## config.mk

```make
export PLATFORM = sky130hd
export DESIGN_NAME = sipo_framed
export DESIGN_NICKNAME = d
export VERILOG_FILES = /design/src/rtl/sipo_framed.sv
export SDC_FILE = /design/constraint.sdc
export NUM_CORES = 1
export LEC_CHECK = 0
export ABC_CLOCK_PERIOD_IN_PS = 1700
export CORE_MARGIN = 2
export CORE_UTILIZATION = 50
export CTS_BUF_LIST = sky130_fd_sc_hd__clkbuf_2
export CTS_CLUSTER_SIZE = 30
export DETAILED_ROUTE_END_ITERATION = 10
export GPL_ROUTABILITY_DRIVEN = 0
export PLACE_DENSITY = 0.8
export SLEW_MARGIN = 20
export SYNTH_ARGS = -nofsm -noshare
export SYNTH_HDL_FRONTEND = slang
export SYNTH_SLANG_ARGS = --single-unit
```

## constraint.sdc

```tcl
create_clock -name clk -period 1.7 [get_ports clk]
set_input_delay 0.51 -clock clk [delete_from_list [all_inputs] [get_ports clk]]
set_output_delay 0.51 -clock clk [all_outputs]
set_load 0.02 [all_outputs]
```

## src/rtl/sipo_framed.sv

```systemverilog
// Framed serial-in parallel-out shift register with a bit counter for word assembly,
// frame resynchronisation, and a single-entry valid/ready output slot with overrun pulse.
module sipo_framed #(
  parameter int OUTPUT_WIDTH = 8,
  parameter bit MSB_FIRST    = 1'b0
) (
  input  logic                            clk,
  input  logic                            reset,
  input  logic                            serial_in,
  input  logic                            serial_valid,
  input  logic                            frame_sync,
  output logic [OUTPUT_WIDTH-1:0]         data,
  output logic                            data_valid,
  input  logic                            data_ready,
  output logic [$clog2(OUTPUT_WIDTH)-1:0] bit_count,
  output logic                            overrun
);

  localparam int CNT_W = $clog2(OUTPUT_WIDTH);
  localparam logic [CNT_W-1:0] LAST_BIT = CNT_W'(OUTPUT_WIDTH - 1);
  localparam logic [CNT_W-1:0] CNT_ONE  = CNT_W'(1);

  logic [OUTPUT_WIDTH-1:0] shift_q, shift_d;
  logic [OUTPUT_WIDTH-1:0] data_q, data_d;
  logic                    valid_q, valid_d;
  logic [CNT_W-1:0]        cnt_q, cnt_d;
  logic                    ovr_q, ovr_d;

  logic [OUTPUT_WIDTH-1:0] base_sr;
  logic [CNT_W-1:0]        base_cnt;
  logic                    complete;
  logic                    slot_free;

  // MSB-first shifts left (new bit at LSB); LSB-first shifts right (new bit at MSB).
  function automatic logic [OUTPUT_WIDTH-1:0] shift_in(input logic [OUTPUT_WIDTH-1:0] cur,
                                                       input logic                    b);
    if (MSB_FIRST)
      return {cur[OUTPUT_WIDTH-2:0], b};
    else
      return {b, cur[OUTPUT_WIDTH-1:1]};
  endfunction

  always_comb begin
    // frame_sync restarts from an empty word; a same-cycle bit becomes bit 0.
    base_sr   = frame_sync ? '0 : shift_q;
    base_cnt  = frame_sync ? '0 : cnt_q;
    complete  = serial_valid && !frame_sync && (cnt_q == LAST_BIT);
    slot_free = !valid_q || data_ready;

    shift_d = serial_valid ? shift_in(base_sr, serial_in) : base_sr;
    cnt_d   = base_cnt;
    if (serial_valid)
      cnt_d = complete ? '0 : base_cnt + CNT_ONE;

    data_d  = data_q;
    valid_d = valid_q;
    ovr_d   = 1'b0;
    if (complete && slot_free) begin
      data_d  = shift_in(shift_q, serial_in);
      valid_d = 1'b1;
    end else if (complete) begin
      ovr_d = 1'b1;
    end else if (valid_q && data_ready) begin
      valid_d = 1'b0;
    end
  end

  always_ff @(posedge clk or posedge reset) begin
    if (reset) begin
      shift_q <= '0;
      data_q  <= '0;
      valid_q <= 1'b0;
      cnt_q   <= '0;
      ovr_q   <= 1'b0;
    end else begin
      shift_q <= shift_d;
      data_q  <= data_d;
      valid_q <= valid_d;
      cnt_q   <= cnt_d;
      ovr_q   <= ovr_d;
    end
  end

  assign data       = data_q;
  assign data_valid = valid_q;
  assign bit_count  = cnt_q;
  assign overrun    = ovr_q;

endmodule

```

==> flow_summary.json, run 1 <==
{
  "status": "finished clean",
  "num_io_pins": 19,
  "yosysUniqueCellTypes": 19,
  "maxSlewHeadroom_pct": 83.4,
  "hp-class": "in2async",
  "synthAdderAreaFrac_pct": 1.49,
  "viasPerCell": 5.32,
  "synth_nets": 70,
  "die_width_um": 44.9,
  "ys_top_cells_by_area": "dfrtp_1 60%, mux2_2 11%, mux2i_1 8.4%",
  "synth.top_cells.by_count": "20 x dfrtp_1, 10 x nor2_1, 8 x mux2_2, 7 x mux2i_1",
  "synth_compound_area_share_pct": 3.29,
  "fin_crit_ps": 1630,
  "synth_top_area_share_pct": 59.8,
  "fin_ws_ps": 72.8,
  "antenna_left": 0,
  "cp-startpoint": "serial_valid",
  "cts_setup_buffers": 0,
  "cts_made_buffers": 3,
  "grt_pass1_wl_um": 2590,
  "cts_tree": "done",
  "antennaDiodeCount": 0,
  "grt.total_usage_pct": 18.0,
  "rsz0062_at_grt": "no",
  "grt-ovfl-total": 0,
  "critical_path.max_fanout": 5,
  "synthToLayoutAreaGrowth_pct": 30.9,
  "fin_crit_sh_pct": 95.7,
  "r2r_cells": 4,
  "dp_slack_ps": -284,
  "grt_pass1_vias": 596,
  "power_density_nw_per_um2": 724,
  "synth_most_common_cell": "dfrtp_1",
  "synth_edf_count": 0,
  "final_util_pct": 71.1,
  "drtIter0Drc": 5,
  "cts_root_buf": "clkbuf_2",
  "place_hpwl_um": 1130,
  "syn_area_um2": 837,
  "fp-row-count": 14,
  "max_slew.worst_pin.slew_ps": 250,
  "crit_type": "in2reg",
  "max-vdd-ir-drop_mv": 0.387,
  "yosysTopAreaCell": "dfrtp_1",
  "worstPathRequired_ps": 1900,
  "port_buffers": 18,
  "r2r-end": "data[0]",
  "dr.pass1.iters": 3,
  "drt-total-wl_um": 1510,
  "yosys.area_share.xor_xnor_pct": 1.05,
  "finClkSkew_ps": 6.13,
  "clk_pin_slew_worst_paths_ps": 180,
  "drive_gt1_share_pct": 25.0,
  "num_vias": 575,
  "grt_max_degree": 21,
  "die_h_um": 44.9,
  "crit_arrival_ps": 1830,
  "setup_viol": 0,
  "synth_top_family_by_area": "multiplexers",
  "endpoint_kind": "flop",
  "max_cap_violations": 0,
  "cp-start-kind": "input pin",
  "ys.flop_type": "dfrtp_1",
  "clk_latency_ps": 290,
  "placeableCoreArea_um2": 1540,
  "htree_num_levels": 1,
  "ys_ff_latch": 20,
  "drc": 0,
  "dieArea_um2": 2020,
  "total_leakage_power_uw": 0.000619,
  "wl_per_cell_um": 13.9,
  "ys_async_sr_fraction_pct": 100,
  "rrSetupSlack_ps": 330,
  "slew_viol_final": 0,
  "fin_nets": 100,
  "yosysWarningCount": 0,
  "avgSynthCellArea_um2": 13.3,
  "cts.path.max_buffers": 2,
  "muxShareOfSynthArea_pct": 19.1,
  "synth-simple-area-share_pct": 12.4,
  "fmax_mhz": 615,
  "synth-seq-area-share_pct": 59.8,
  "start_util_pct": 54.3,
  "synthCells": 63,
  "finalHoldViolations": 0,
  "numClockSinks": 20,
  "antenna_found_initial": 0,
  "rr_startpoint": "bit_count[1]"
}
-- metal layers --
layer	wire [µm]	vias up	GRT usage, %
li1	-	271	-
met1	672	292	22.1
met2	773	12	32.8
met5	0	-	0
met3	61	0	2.40
met4	0	0	5.29
-- power by group --
group	switching (µW)	total (µW)	internal [µW]
combinational	54.5	106	51.6
clock	132	184	51.2
sequential	13.7	504	490
total	201	793	593
-- worst max-delay path: stages --
cell and delay [ps]:
clkdlybuf4s50_1 500, nand3_2 100, nor3b_4 220, buf_4 170, mux2_2 330
-- worst max path at each step --
stage | to | cells after the start
2_1_floorplan | data[7] | 4
3_3_place_gp | data[1] | 5
3_5_place_dp | data[0] | 5
4_1_cts | data[0] | 5
5_1_grt | data[5] | 5
6_report | data[0] | 5
-- cell families (layout without fill, tap and decap cells) --
kind of cell | count (synthesis) | in the layout
buffers and inverters | 4 | 33
XOR/XNOR | 1 | 1
multiplexers | 15 | 15
AND/OR/NAND/NOR | 18 | 18
adder cells (fa/ha/maj) | 1 | 1
AO/OA/AOI/OAI | 4 | 4
flip-flops | 20 | 20
-- stage by stage --
stage,std cells,setup TNS (ps),total power (µW),instance area [µm²],hold slack (ps)
after floorplan,63,0,571,837,474
after global placement,104,-2230,624,1090,493
final,108,0,793,1100,509
after detailed placement,104,-2410,627,1090,496
after CTS,108,0,800,1090,515
after global routing,108,0,825,1100,524
-- cell usage in the layout (no fill, tap or decap), types with 2 or more instances in the layout --
master	count
dfrtp_1	20
nor2_1	10
mux2_2	8
dlygate4sd2_1	13
nor2b_1	2
clkbuf_2	3
buf_4	9
inv_1	2
clkdlybuf4s50_1	5
nand2b_1	2
mux2i_1	7
-- state kept, by name (all words and copies together), names as in the netlist --
register / flops
bit_count: 3
data: 8
data_valid: 1
overrun: 1
shift_q: 7
-- what timing repair did --
action / 4_1_cts / 5_1_grt
gates cloned: 0 / 0
endpoints found under the hold margin: 0 / 0
hold buffers: 0 / 0
endpoints found under the setup margin: 13 / 2
resized for setup: 13 / 1
-- area by class of cell --
cell class | instances | area (µm²)
fill | 134 | 445
clock buffer | 3 | 15.0
sequential | 20 | 500
timing repair buffer | 27 | 231
inverter | 2 | 7.51
multi-input combinational | 39 | 318
clock inverter | 1 | 3.75
tap | 16 | 20.0
Note: power is estimated with default switching activity, not from simulation.
==> run 2: changes to the inputs <==
- ABC_CLOCK_PERIOD_IN_PS: 1700 -> 1900
- CORE_UTILIZATION: 50 -> 54
- PLACE_DENSITY: 0.8 -> 0.85
- clock period: 1.7 -> 1.9 ns (I/O delays scaled with it)
==> flow_summary.json, run 2 (synthesis gave the netlist of run 1 again) <==
{
  "fin_crit_ps": 1830,
  "max_slew.worst_pin.slew_ps": 254,
  "grt-ovfl-total": 0,
  "endpoint_kind": "output port",
  "critPathBufInv": 1,
  "fin_area_um2": 1120,
  "dpl_cell_area_um2": 1090,
  "fin_ws_ps": 72.1,
  "slowest_delay_ps": 600,
  "antenna_left": 0,
  "dr.pass1.iters": 3,
  "layout_commonest_cell": "dfrtp_1",
  "drive_gt1_share_pct": 22.2,
  "placeableCoreArea_um2": 1470,
  "htree_num_levels": 1,
  "num_io_pins": 19,
  "final_cell_mix": "20 x dfrtp_1, 10 x nor2_1, 9 x dlymetal6s2s_1, 8 x mux2_2",
  "power_density_nw_per_um2": 630,
  "die_width_um": 43.4,
  "dieArea_um2": 1880,
  "hold_buffers": 0,
  "cts.path.max_buffers": 2,
  "setup_viol": 0,
  "antenna_found_initial": 0,
  "hp-class": "reg2reg",
  "antennaDiodeCount": 0,
  "clk_pin_slew_worst_paths_ps": 170,
  "grt_pass1_vias": 573,
  "fp-row-count": 14,
  "power_uw": 708,
  "slew_viol_final": 0,
  "grt_max_degree": 21,
  "drc": 0,
  "fin_crit_sh_pct": 96.2,
  "largest_reg_flops": 8,
  "crit_type": "reg2out",
  "cts_root_buf": "clkbuf_2",
  "place_hpwl_um": 1050,
  "crit_family": "buffers and inverters",
  "drtIter0Drc": 2,
  "num_vias": 551,
  "fmax_mhz": 547,
  "viasPerCell": 5.20,
  "grt.total_usage_pct": 18.2,
  "die_h_um": 43.4,
  "cts_made_buffers": 3,
  "critical_path.max_fanout": 2,
  "total_leakage_power_uw": 0.000727,
  "max-vdd-ir-drop_mv": 0.428,
  "fillCellCount": 103,
  "cp-start-kind": "flop",
  "fin_nets": 98,
  "whs_ps": 524,
  "clk_latency_ps": 290,
  "multi_input_area_um2": 313,
  "drt-total-wl_um": 1420,
  "status": "finished clean",
  "seqCellArea_um2": 500,
  "wl_per_cell_um": 13.4,
  "dp_slack_ps": -176,
  "crit_chain": "clkdlybuf4s50_1",
  "numClockSinks": 20,
  "max_cap_violations": 0,
  "start_util_pct": 56.9,
  "worstPathRequired_ps": 1330,
  "synthToLayoutAreaGrowth_pct": 34.4,
  "critPathSlowestCell": "clkdlybuf4s50_1",
  "cts_tree": "done",
  "finClkSkew_ps": 2.82,
  "finalHoldViolations": 0,
  "grt_pass1_wl_um": 2550,
  "rsz0062_at_grt": "no",
  "crit_arrival_ps": 1260,
  "maxSlewHeadroom_pct": 83.1,
  "port_buffers": 18
}
[run 2: routing by layer]
layer | up-vias | track usage [%] | part of all wire [%]
met5 | - | 0 | 0
met4 | 0 | 3.64 | 0.63
met3 | 2 | 3.75 | 4.6
met2 | 12 | 30.7 | 48
met1 | 269 | 24.6 | 47
li1 | 268 | - | -
[run 2: layout make-up]
cell class | count | area share [%]
tap | 16 | 1.78
inverter | 2 | 0.667
sequential | 20 | 44.5
multi-input combinational | 39 | 27.8
clock inverter | 1 | 0.334
timing repair buffer | 25 | 23.6
clock buffer | 3 | 1.33
[run 2: worst paths after layout]
path	to	slack [ps]	depth (start not counted)	startpoint
worst max-delay path	data[7]	70	1	data[7]
max in group asynchronous	shift_q[3]	1120	3	reset
worst min register to register	data[5]	520	1	data[5]
worst min-delay path	data[5]	520	1	data[5]
worst max register to register	data[1]	470	4	bit_count[1]
min in group asynchronous	data[5]	570	3	reset
[run 2: worst reg2reg max path, stage by stage (launching register included)]
cell and delay [ps]:
dfrtp_1 430, nand3_1 170, nor3b_4 260, buf_12 150, mux2_2 330
[run 2: stage by stage]
| stage | util (%) | instances | TNS (ps) |
|---|---|---|---|
| 6_report | 76.4 | 106 | 0 |
| 5_1_grt | 76.4 | 106 | 0 |
| 4_1_cts | 74.9 | 106 | 0 |
| 3_5_place_dp | 73.8 | 102 | -1470 |
| 3_3_place_gp | 73.8 | 102 | -1170 |
| 2_1_floorplan | - | 63 | 0 |
[run 2: timing repair]
item	4_1_cts	5_1_grt
gates resized for setup	2	9
setup endpoints to repair	2	9
buffers inserted	0	0
[run 2: where the power goes]
group | internal, µW | switching (µW) | total [µW] | leakage [µW]
Sequential | 438 | 11.3 | 450 | 0.000274
Clock | 45.8 | 116 | 162 | 0.0000140
Combinational | 47.9 | 49.0 | 96.8 | 0.000439
Total | 532 | 176 | 708 | 0.000727
